### config.mk
export PLATFORM = sky130hd
export DESIGN_NAME = lfsr_rng_arbiter
export DESIGN_NICKNAME = d
export VERILOG_FILES = /design/src/rtl/rng_pkg.sv /design/src/rtl/lfsr64.sv /design/src/rtl/lfsr_rng_arbiter.sv
export SDC_FILE = /design/constraint.sdc
export NUM_CORES = 1
export LEC_CHECK = 0
export BUFFER_PORTS_ARGS = -buffer_cell sky130_fd_sc_hd__buf_2
export CAP_MARGIN = 20
export CORE_AREA = 5 5 178 94
export CTS_CLUSTER_DIAMETER = 120
export DETAILED_ROUTE_END_ITERATION = 6
export DIE_AREA = 0 0 183 99
export MAX_ROUTING_LAYER = met4
export PLACE_DENSITY = 0.84
export SETUP_SLACK_MARGIN = 0.3
export SLEW_MARGIN = 20
export SYNTH_ARGS = -nofsm -noshare
export SYNTH_HDL_FRONTEND = slang
export SYNTH_HIERARCHICAL = 1
export SYNTH_SLANG_ARGS = --single-unit
export TNS_END_PERCENT = 10
### constraint.sdc
create_clock -name clk -period 2.55 [get_ports clk]
set_input_delay 0.255 -clock clk [delete_from_list [all_inputs] [get_ports clk]]
set_output_delay 0.255 -clock clk [all_outputs]
set_load 0.005 [all_outputs]
### src/rtl/rng_pkg.sv
// Shared types and constants for the LFSR random-number arbiter.
// The seed sanitiser lives here so any other LFSR user can apply the same rule.
package rng_pkg;

    localparam int unsigned LFSR_W = 64;
    localparam logic [LFSR_W-1:0] LFSR_LOCKUP = '1;
    localparam logic [LFSR_W-1:0] SEED_SANE   = LFSR_W'(1);

    typedef enum logic [1:0] {
        SEED = 2'd0,
        WARM = 2'd1,
        RUN  = 2'd2
    } state_t;

    // The all-ones pattern locks an XNOR LFSR, so it is swapped for a safe value
    function automatic logic [LFSR_W-1:0] sanitize_seed(input logic [LFSR_W-1:0] s);
        return (s == LFSR_LOCKUP) ? SEED_SANE : s;
    endfunction

endpackage

### src/rtl/lfsr64.sv
// Free-running 64-bit XNOR LFSR, taps 64,63,61,60; loads seed while reset is high.
// New bit enters at the LSB; the state is exposed directly on shift_seed.
module lfsr64
    import rng_pkg::*;
(
    input  logic              clk,
    input  logic              reset,
    input  logic [LFSR_W-1:0] seed,
    output logic [LFSR_W-1:0] shift_seed
);

    logic feedback;

    assign feedback = ~(shift_seed[63] ^ shift_seed[62] ^ shift_seed[60] ^ shift_seed[59]);

    always_ff @(posedge clk) begin
        if (reset) begin
            shift_seed <= seed;
        end else begin
            shift_seed <= {shift_seed[LFSR_W-2:0], feedback};
        end
    end

endmodule

### src/rtl/lfsr_rng_arbiter.sv
// Round-robin sharing of one free-running LFSR among NREQ requesters, with
// seeding, warm-up discard and a minimum spacing between delivered words.
module lfsr_rng_arbiter
    import rng_pkg::*;
#(
    parameter int unsigned NREQ   = 4,
    parameter int unsigned WARMUP = 128,
    parameter int unsigned GAP    = 64
) (
    input  logic              clk,
    input  logic              reset,
    input  logic [LFSR_W-1:0] seed,
    input  logic              seed_load,
    input  logic [NREQ-1:0]   req,
    output logic [NREQ-1:0]   gnt,
    output logic [LFSR_W-1:0] rnd_out,
    output logic              rnd_valid,
    output logic              busy
);

    localparam int unsigned PTR_W  = $clog2(NREQ);
    localparam int unsigned WARM_W = (WARMUP > 1) ? $clog2(WARMUP) : 1;
    localparam int unsigned GAP_W  = (GAP > 1) ? $clog2(GAP) : 1;

    state_t              state_q, state_d;
    logic [PTR_W-1:0]    ptr_q, ptr_d;
    logic [GAP_W-1:0]    gap_q, gap_d;
    logic [WARM_W-1:0]   warm_q, warm_d;
    logic [NREQ-1:0]     gnt_d;
    logic [LFSR_W-1:0]   rnd_d;
    logic                valid_d;
    logic                busy_d;
    logic [LFSR_W-1:0]   seed_q;
    logic [LFSR_W-1:0]   lfsr_seed;
    logic [LFSR_W-1:0]   lfsr_state;
    logic                lfsr_reset;
    logic [PTR_W:0]      pick;

    // MSB flags a hit; low bits give the first requester at or after p, wrapping
    function automatic logic [PTR_W:0] rr_pick(input logic [NREQ-1:0]  r,
                                               input logic [PTR_W-1:0] p);
        logic [PTR_W:0] res;
        int unsigned    idx;
        res = '0;
        for (int unsigned i = 0; i < NREQ; i++) begin
            idx = (32'(p) + i) % NREQ;
            if (!res[PTR_W] && r[PTR_W'(idx)]) begin
                res = {1'b1, PTR_W'(idx)};
            end
        end
        return res;
    endfunction

    function automatic logic [PTR_W-1:0] next_ptr(input logic [PTR_W-1:0] g);
        return PTR_W'((32'(g) + 32'd1) % NREQ);
    endfunction

    assign lfsr_seed  = sanitize_seed(seed_q);
    assign lfsr_reset = reset | (state_q == SEED);
    assign pick       = rr_pick(req, ptr_q);

    lfsr64 u_lfsr64 (
        .seed       (lfsr_seed),
        .clk        (clk),
        .reset      (lfsr_reset),
        .shift_seed (lfsr_state)
    );

    // Next-state and registered-output decode; a reseed pre-empts any grant
    always_comb begin
        state_d = state_q;
        ptr_d   = ptr_q;
        gap_d   = gap_q;
        warm_d  = warm_q;
        gnt_d   = '0;
        valid_d = 1'b0;
        rnd_d   = rnd_out;
        busy_d  = busy;

        if (seed_load) begin
            state_d = SEED;
            busy_d  = 1'b1;
        end else begin
            case (state_q)
                SEED: begin
                    state_d = WARM;
                    warm_d  = WARM_W'(WARMUP - 1);
                    busy_d  = 1'b1;
                end
                WARM: begin
                    busy_d = 1'b1;
                    if (warm_q == '0) begin
                        state_d = RUN;
                        gap_d   = '0;
                        busy_d  = 1'b0;
                    end else begin
                        warm_d = warm_q - WARM_W'(1);
                    end
                end
                RUN: begin
                    busy_d = 1'b0;
                    if (gap_q == '0) begin
                        if (pick[PTR_W]) begin
                            gnt_d   = NREQ'(1) << pick[PTR_W-1:0];
                            valid_d = 1'b1;
                            rnd_d   = lfsr_state;
                            ptr_d   = next_ptr(pick[PTR_W-1:0]);
                            gap_d   = GAP_W'(GAP - 1);
                        end
                    end else begin
                        gap_d = gap_q - GAP_W'(1);
                    end
                end
                default: begin
                    state_d = SEED;
                    busy_d  = 1'b1;
                end
            endcase
        end
    end

    // Seed is captured during reset and on a reseed pulse, then held for SEED
    always_ff @(posedge clk) begin
        if (reset) begin
            state_q   <= SEED;
            ptr_q     <= '0;
            gap_q     <= '0;
            warm_q    <= '0;
            gnt       <= '0;
            rnd_valid <= 1'b0;
            rnd_out   <= '0;
            busy      <= 1'b1;
            seed_q    <= seed;
        end else begin
            state_q   <= state_d;
            ptr_q     <= ptr_d;
            gap_q     <= gap_d;
            warm_q    <= warm_d;
            gnt       <= gnt_d;
            rnd_valid <= valid_d;
            rnd_out   <= rnd_d;
            busy      <= busy_d;
            if (seed_load) begin
                seed_q <= seed;
            end
        end
    end

endmodule

* Yosys cells after proc, flatten, opt, wreduce, memory -nomap -nowiden
Index checks and enable logic that the tools add are counted.
** Word-level totals
- Output and inout port bits :: 70
- Register bits :: 215
** Cells by class
- Muxes and demuxes :: 27
- $lt $le $gt $ge :: 4
- Reductions and logical operators :: 19
- Equal/unequal tests :: 6
- Shift-type cells :: 1
- $add $sub $neg :: 6
- Bitwise gates (word level) :: 9
** Operators with widths (count)
- 2-to-1 mux 64 bit :: 4
- == test 64 bit, second input constant :: 1
- 2-to-1 mux 6 bit :: 3
- one-hot mux 7 bit (2 select lines) :: 1
- < comparator 2 x 3 -> 1 bit, second input constant :: 4
- 2-to-1 mux 3 bit :: 4
- one-hot mux 6 bit (2 select lines) :: 1
- binary-select mux 1 bit (select 2 bit) :: 4
- AND reduction 4 bit :: 2
- logical NOT 7 bit :: 1
- 2-to-1 mux 7 bit :: 1
- subtractor 7 x 1 -> 7 bit, second input constant :: 1
- logical NOT 6 bit :: 1
- 2-to-1 mux 1 bit :: 6
- one-hot mux 2 bit (3 select lines) :: 1
- nonzero test 2 bit :: 3
- subtractor 6 x 1 -> 6 bit, second input constant :: 1
- inverter 1 bit :: 5
- OR reduction 5 bit :: 1
- adder 2 x 1 -> 2 bit, second input constant :: 2
- adder 2 bit, second input constant :: 2
- != test 2 bit, second input constant :: 2
- OR reduction 4 bit :: 1
- << shifter 1 x 2 -> 4 bit, first input constant :: 1
- other kinds (13) :: 19

* Longest topological paths before layout
Gate-level depths: netlist (run 1).
- Depth in word-level cells :: 15
- Mapped depth :: 9
- Gate-level depth less buffers :: 7

* Modules after synthesis
The synthesis (run 1) kept the hierarchy.
** By module, submodules not included
- lfsr_rng_arbiter :: area an instance 5964.5 um2, instances 1, cells each 579
- lfsr64 :: area an instance 2278.4 um2, instances 1, cells each 139

* Worst setup path after synthesis (run 1)
OpenSTA, ideal clock, no wires.
- Path type :: input -> register
- From :: input port reset
- To :: register seed_q[0], enable pin
- Required time :: 2.131 ns
- Slack :: 0.193 ns
- Arrival :: 1.938 ns
- Library setup time :: 0.419 ns
- Stages :: 3
- Path through :: clkbuf_1 > nor2_1 > inv_1
** Between the ends
- Cells in the longest elaborated chain, start to end :: 1
** RTL lines
- start: declaration :: RTL line lfsr_rng_arbiter.sv:11 : input logic reset,
- nonzero test 2 bit (no line)
- end signal: assignment :: RTL line lfsr_rng_arbiter.sv:133 : seed_q <= seed;
- end signal: assignment :: RTL line lfsr_rng_arbiter.sv:144 : seed_q <= seed;
- end: declaration :: RTL line lfsr_rng_arbiter.sv:33 : logic [LFSR_W-1:0] seed_q;
Every way passes these cells.
A chain may end at the register's enable or synchronous reset.

* Worst setup path in the final report (run 1)
- From :: register state_q[0]
- To :: register u_lfsr64.shift_seed[6]
** Between the ends
- Cells in the longest elaborated chain, start to end :: 3
** RTL lines
- start: declaration :: RTL line lfsr_rng_arbiter.sv:25 : state_t state_q, state_d;
- start signal: assignment :: RTL line lfsr_rng_arbiter.sv:135 : state_q <= state_d;
- logical NOT 2 bit :: RTL line lfsr_rng_arbiter.sv:59 : assign lfsr_reset = reset | (state_q == SEED);
- OR 1 bit :: RTL line lfsr_rng_arbiter.sv:59
- via lfsr_reset :: RTL line lfsr_rng_arbiter.sv:36 : logic lfsr_reset;
- 2-to-1 mux 64 bit :: RTL line lfsr64.sv:17 : if (reset) begin
- end signal: assignment :: RTL line lfsr64.sv:20 : shift_seed <= {shift_seed[LFSR_W-2:0], feedback};
- end: declaration :: RTL line lfsr64.sv:9 : output logic [LFSR_W-1:0] shift_seed
The timed path passes the listed nets, and every way through them passes these cells.

==> results.py, run 1 <==
metrics = {
    "outcome": {
        "status": "complete, no violations",
    },
    "worst_setup_path": {
        "rrSetupSlack_ps": 400,
        "critical_path_required_ps": 2920,
        "reg2reg_depth": 5,
        "crit_start": "state_q[0]$_SDFFE_PP0P_",
        "cp-start-kind": "flop",
        "timing_worst_setup_path_type": "reg -> reg",
        "end_kind": "flop",
        "endpoint": "u_lfsr64/shift_seed[6]$_DFF_P_",
        "crit_path_max_fanout": 37,
        "timing.rr.start": "state_q[0]$_SDFFE_PP0P_",
        "critPathArrivalTime_ps": 2520,
        "r2r_end": "u_lfsr64/shift_seed[6]$_DFF_P_",
    },
    "yosys": {
        "synth_fp_nets": 795,
        "synth_common_cells": "dfxtp_1 (151), nand2_1 (141), a21oi_1 (79)",
        "synth-compound-area-share_pct": 7.19,
        "synth_flop_cell": "dfxtp_1",
        "async_flop_share_pct": 0,
        "ys_seq_elements": 215,
        "synth_xor_area_share_pct": 0.850,
        "synth.area.mux_share_pct": 11.0,
        "yosys.area.top_type": "dfxtp_1",
        "synth-edff-count": 64,
        "synth_area_sq_mm": 0.00824,
        "synthMostInstantiatedCell": "dfxtp_1",
        "synth_area_leaders": "dfxtp_1 (37%), edfxtp_1 (23%), mux2_4 (8.7%), nand2_1 (6.4%), a21oi_1 (4.8%)",
        "synthCells": 718,
        "syn_avg_cell_area_sq_um": 11.5,
        "synth_top_cell_area_share_pct": 36.7,
        "yosys.area_share.adder_pct": 0.911,
        "seq_area_frac_synth_pct": 60.0,
        "yosys.area_share.simple_pct": 16.8,
        "yosys_warnings": 6,
        "synth_top_family_by_area": "simple AND/OR/NAND/NOR gates",
        "yosysUniqueCellTypes": 49,
    },
    "final_layout": {
        "post_route_cells_drive_above_1_share_pct": 27.7,
        "final_util_pct": 69.2,
        "syn_to_final_growth_pct": 26.0,
        "layout.nets": 992,
    },
    "pwr": {
        "power_frac_comb_pct": 8.1,
        "p_int_mw": 5.84,
        "clockPowerShare_pct": 39.3,
        "p_switching_mw": 1.65,
        "ir_drop_uv": 482,
        "leakage_nw": 4.31,
        "powerDensity_mw_per_mm2": 720,
        "switching_share_pct": 22.0,
        "p_seq_share_pct": 52.5,
    },
    "detailed_routing": {
        "detail-route-antenna-nets": 0,
        "vias": 5982,
        "drc_errors": 0,
        "routed_wl_mm": 20.1,
        "drt-wirelength-per-cell_um": 17.8,
        "avgViaCountPerCell": 5.28,
        "drt_iter0_drc": 339,
        "drt_first_pass_iters": 5,
    },
    "die": {
        "die_x_um": 183,
        "io_pins": 141,
        "die_h_um": 99,
        "rows": 32,
        "start_util_pct": 54.9,
        "die_area_sq_mm": 0.0181,
        "design.core.area_sq_mm": 0.0150,
    },
    "clock_network": {
        "clockRootBuffer": "clkbuf_16",
        "cts_buffer_depth": 3,
        "cts_made_buffers": 20,
        "cts_tree": "done",
        "cts_htree_levels": 1,
        "cts_setup_buffers": 0,
        "clock_latency_ps": 490,
        "clkSlewWorstSetupHoldPaths_ps": 60,
        "clock_sinks": 215,
    },
    "timing": {
        "tns_ps": 0,
        "finalHoldViolCount": 0,
        "finalSetupViolations": 0,
        "fmax_mhz": 464,
        "layout_worst_path_cycle_share_pct": 84.5,
        "tightest_slew_ps": 930,
        "finalMaxSlewViolations": 0,
        "rsz0062_at_grt": "yes",
        "finalClockSkew_ps": 25.0,
        "max_slew_margin_pct": 38.0,
        "period_needed_ps": 2150,
        "finalWorstSetupSlack_ps": 396,
    },
    "placed_design": {
        "place.gp.congestion": 0.867,
        "pre_cts_ws_ps": 320,
        "hpwl_mm": 12.6,
        "portBuffers": 140,
    },
    "grt": {
        "track_usage_pct": 22.5,
        "grt_max_degree": 84,
        "antenna_found_initial": 1,
        "globalRouteOverflowTotal": 0,
        "grt_pass1_vias": 6044,
        "grt_pass1_wl_mm": 31.8,
    },
    "hold_path": {
        "hp-class": "in -> reg",
        "worstHoldStart": "reset",
    },
    "job": {
        "cap_violations": 0,
    },
}
-- how the worst min path moves through the flow --
stage,endpoint,slack [ps],cells after the start
5_1_grt,busy$_SDFF_PP1_,160,3
2_1_floorplan,seed_q[0]$_DFFE_PP_,350,0
4_1_cts,busy$_SDFF_PP1_,130,3
3_5_place_dp,seed_q[46]$_DFFE_PP_,430,1
6_report,busy$_SDFF_PP1_,140,3
3_3_place_gp,seed_q[3]$_DFFE_PP_,430,1
-- final cells by class --
cell class	instances	area, sq um
Tap cell	204	255
Fill cell	1108	4630
Clock inverter	5	53.8
Antenna cell	1	2.50
Inverter	9	37.5
Timing Repair Buffer	215	1460
Multi-Input combinational cell	454	3050
Sequential cell	215	4940
Clock buffer	29	586
-- state kept, by name, summed over array words and instances, names as in the netlist --
name                 cells
busy                     1
gap_q                    6
gnt                      4
ptr_q                    2
rnd_out                 64
rnd_valid                1
seed_q                  64
state_q                  2
u_lfsr64/shift_seed     64
warm_q                   7
-- through the flow --
stage | instances | power, mW | area, sq um | hold slack, ps
5_1_grt | 1132 | 7.76 | 10400 | 164
2_1_floorplan | 718 | 4.33 | 8250 | 354
3_5_place_dp | 1032 | 4.52 | 9080 | 433
6_report | 1132 | 7.48 | 10400 | 143
4_1_cts | 1130 | 7.50 | 10400 | 134
3_3_place_gp | 1032 | 4.49 | 9080 | 431
-- cells in the final DEF, fill, tap and decap left out, types with 3 or more instances in the layout --
cell           count
mux2_2            15
xor2_1             5
mux2_4            48
nand4_1           17
nor2_1            16
clkbuf_16         21
clkbuf_8           3
and2_1            63
nand3_1            4
dlygate4sd3_1     64
dfxtp_1          151
buf_2            140
buf_12             3
inv_1              8
clkinv_2           3
nor3_1             3
a211oi_1           6
buf_4              8
o31ai_1            4
xnor2_1            3
nand2_1          141
nor4_1             4
ha_1               6
clkbuf_1           5
nand2b_1           4
a21oi_1           79
edfxtp_1          64
-- logic make-up (layout without fill, tap and decap cells) --
kind of cell,count (synthesis),in the layout
fa+ha+maj,6,6
compound gates,104,104
simple gates,271,271
other cells,0,1
flops,215,215
mux,65,65
xor+xnor,8,8
buf+inv,49,258
-- timing repair --
action | CTS | global route
gates resized for setup | 0 | 1
hold endpoints to repair | 64 | 0
setup endpoints to repair | 0 | 63
hold buffers | 64 | 0
-- metal layers --
| layer | share of wire (%) | track usage, % | routed length [um] |
|---|---|---|---|
| met5 | 0 | - | 0 |
| met4 | 1.5 | 3.83 | 297 |
| met3 | 7.4 | 4.65 | 1480 |
| met2 | 44 | 34.2 | 8920 |
| met1 | 47 | 31.8 | 9410 |
-- power groups by stage --
stage / Combinational (mW) / Clock (mW) / Sequential (mW)
after CTS: 0.601 / 2.98 / 3.92
after global placement: 0.505 / 0 / 3.99
after floorplan: 0.397 / 0 / 3.93
after detailed placement: 0.522 / 0 / 3.99
final: 0.609 / 2.94 / 3.93
after global routing: 0.660 / 3.15 / 3.95
-- worst max-delay path, cell delays in order (launching register included) --
cell and delay (ps):
dfxtp_1 330, inv_1 90, ha_1 250, or2_4 610
buf_12 310, mux2_2 370
No activity file was read; power rests on OpenSTA's default activity.
==> run 2, diff against run 1 <==
CORE_AREA = 5 5 188 99   (was 5 5 178 94)
DIE_AREA = 0 0 193 104   (was 0 0 183 99)
PLACE_DENSITY = 0.8   (was 0.84)
clock period = 1.8 ns   (was 2.55 ns; I/O delays follow)
==> results.py, run 2 (synthesis results as in run 1) <==
metrics = {
    "final_layout": {
        "post_route_cells_drive_above_1_share_pct": 38.8,
        "largestRegisters": "rnd_out x64, seed_q x64, u_lfsr64/shift_seed x64",
        "n_antenna_cell": 0,
        "design_area_sq_mm": 0.0112,
        "mostFrequentLayoutCells": "dfxtp_1 (145), buf_2 (139), nand2_1 (135)",
        "syn_to_final_growth_pct": 35.6,
        "layout.nets": 1027,
        "final_common_cell": "dfxtp_1",
        "final_util_pct": 66.2,
    },
    "outcome": {
        "violations": "negative setup slack",
        "status": "complete, but fails checks",
    },
    "timing": {
        "max_slew_margin_pct": 66.3,
        "finalClockSkew_ps": 11.0,
        "fmax_mhz": 501,
        "finalSetupViolations": 64,
        "period_needed_ps": 2000,
        "finalWorstSetupSlack_ps": -196,
        "layout_worst_path_cycle_share_pct": 111,
        "tightest_slew_ps": 502,
        "finalMaxSlewViolations": 0,
        "finalHoldViolCount": 0,
        "rsz0062_at_grt": "yes",
        "whs_ps": 142,
    },
    "worst_setup_path": {
        "rrSetupSlack_ps": -200,
        "end_kind": "flop",
        "crit_path_max_fanout": 15,
        "critical_path_required_ps": 2180,
        "cp-start-kind": "flop",
        "timing_worst_setup_path_type": "reg -> reg",
        "critPathArrivalTime_ps": 2370,
    },
    "hold_path": {
        "hp-class": "in -> reg",
    },
    "pwr": {
        "p_switching_mw": 2.44,
        "p_seq_share_pct": 51.3,
        "p_int_mw": 8.44,
        "powerDensity_mw_per_mm2": 974,
        "ir_drop_uv": 688,
        "power_frac_comb_pct": 9.6,
        "switching_share_pct": 22.5,
        "total_power_mw": 10.9,
        "leakage_nw": 4.63,
        "clockPowerShare_pct": 39.2,
    },
    "die": {
        "die_h_um": 104,
        "start_util_pct": 48.8,
        "io_pins": 141,
        "design.core.area_sq_mm": 0.0169,
        "rows": 34,
        "die_area_sq_mm": 0.0201,
        "die_x_um": 193,
    },
    "clock_network": {
        "cts_buffer_depth": 3,
        "clock_latency_ps": 490,
        "clock_sinks": 215,
        "clkSlewWorstSetupHoldPaths_ps": 60,
        "cts_tree": "done",
        "cts_made_buffers": 20,
        "cts_htree_levels": 1,
        "clockRootBuffer": "clkbuf_16",
    },
    "grt": {
        "globalRouteOverflowTotal": 0,
        "grt_max_degree": 84,
        "grt_pass1_wl_mm": 32.5,
        "grt_pass1_vias": 5973,
        "antenna_found_initial": 0,
        "track_usage_pct": 20.9,
    },
    "detailed_routing": {
        "vias": 6180,
        "drt-wirelength-per-cell_um": 17.9,
        "detail-route-antenna-nets": 0,
        "avgViaCountPerCell": 5.16,
        "drt_iter0_drc": 384,
        "drt_first_pass_iters": 5,
        "routed_wl_mm": 21.4,
        "drc_errors": 0,
    },
    "placed_design": {
        "pre_cts_ws_ps": -319,
        "placed_area_sq_mm": 0.00945,
        "portBuffers": 140,
        "hpwl_mm": 13.6,
        "place.gp.congestion": 0.821,
    },
    "job": {
        "cap_violations": 0,
    },
}
==> run 2: repair_timing <==
item,CTS,global route
hold buffers,65,0
setup endpoints to repair,149,151
hold endpoints to repair,65,0
pin swaps,10,13
buffers inserted,3,2
resized for setup,37,56
cloned,1,0
==> run 2: path summary, 6_finish.rpt <==
path | cells past startpoint | start | endpoint
worst max-delay path | 8 | seed_q[6]$_DFFE_PP_ | u_lfsr64/shift_seed[8]$_DFF_P_
worst min-delay path | 3 | seed_load | busy$_SDFF_PP1_
worst max register to register | 8 | seed_q[6]$_DFFE_PP_ | u_lfsr64/shift_seed[8]$_DFF_P_
worst min register to register | 2 | rnd_out[42]$_SDFFE_PP0P_ | rnd_out[42]$_SDFFE_PP0P_
==> run 2: area by class of cell <==
cell class | instances | area, sq um
timing repair buffer | 250 | 1840
clock buffer | 32 | 639
fill | 1254 | 5710
sequential | 215 | 4950
inverter | 9 | 37.5
multi-input combinational | 454 | 3390
tap | 234 | 293
clock inverter | 4 | 30.0
==> run 2: critical path, cell delays in order, from the launching register on <==
cell and delay (ps):
edfxtp_1 360, nand4_1 160, nor4_4 360, buf_4 170
nand4_1 90, buf_6 170, buf_6 140, and2_1 160
mux2_2 260
==> run 2: stage by stage <==
| stage | std cells | TNS (ps) |
|---|---|---|
| 2_1_floorplan | 718 | -724 |
| 3_3_place_gp | 1091 | -18210 |
| 3_5_place_dp | 1091 | -17960 |
| 4_1_cts | 1196 | -7920 |
| 5_1_grt | 1198 | -19640 |
| 6_report | 1198 | -10910 |
==> run 2: metal layers <==
metal | vias to the layer above | GRT usage (%) | part of all wire [%]
li1 | 2948 | - | -
met1 | 2987 | 31.5 | 48
met2 | 219 | 30.7 | 43
met3 | 26 | 3.49 | 7.1
met4 | 0 | 2.73 | 1.2
met5 | - | - | 0
==> run 2: power groups by stage <==
stage | clock network, mW | logic [mW] | registers [mW]
final | 4.26 | 1.04 | 5.58
after global routing | 4.57 | 1.12 | 5.61
after CTS | 4.32 | 0.978 | 5.57
after detailed placement | 0 | 0.832 | 5.66
after global placement | 0 | 0.807 | 5.66
after floorplan | 0 | 0.583 | 5.58
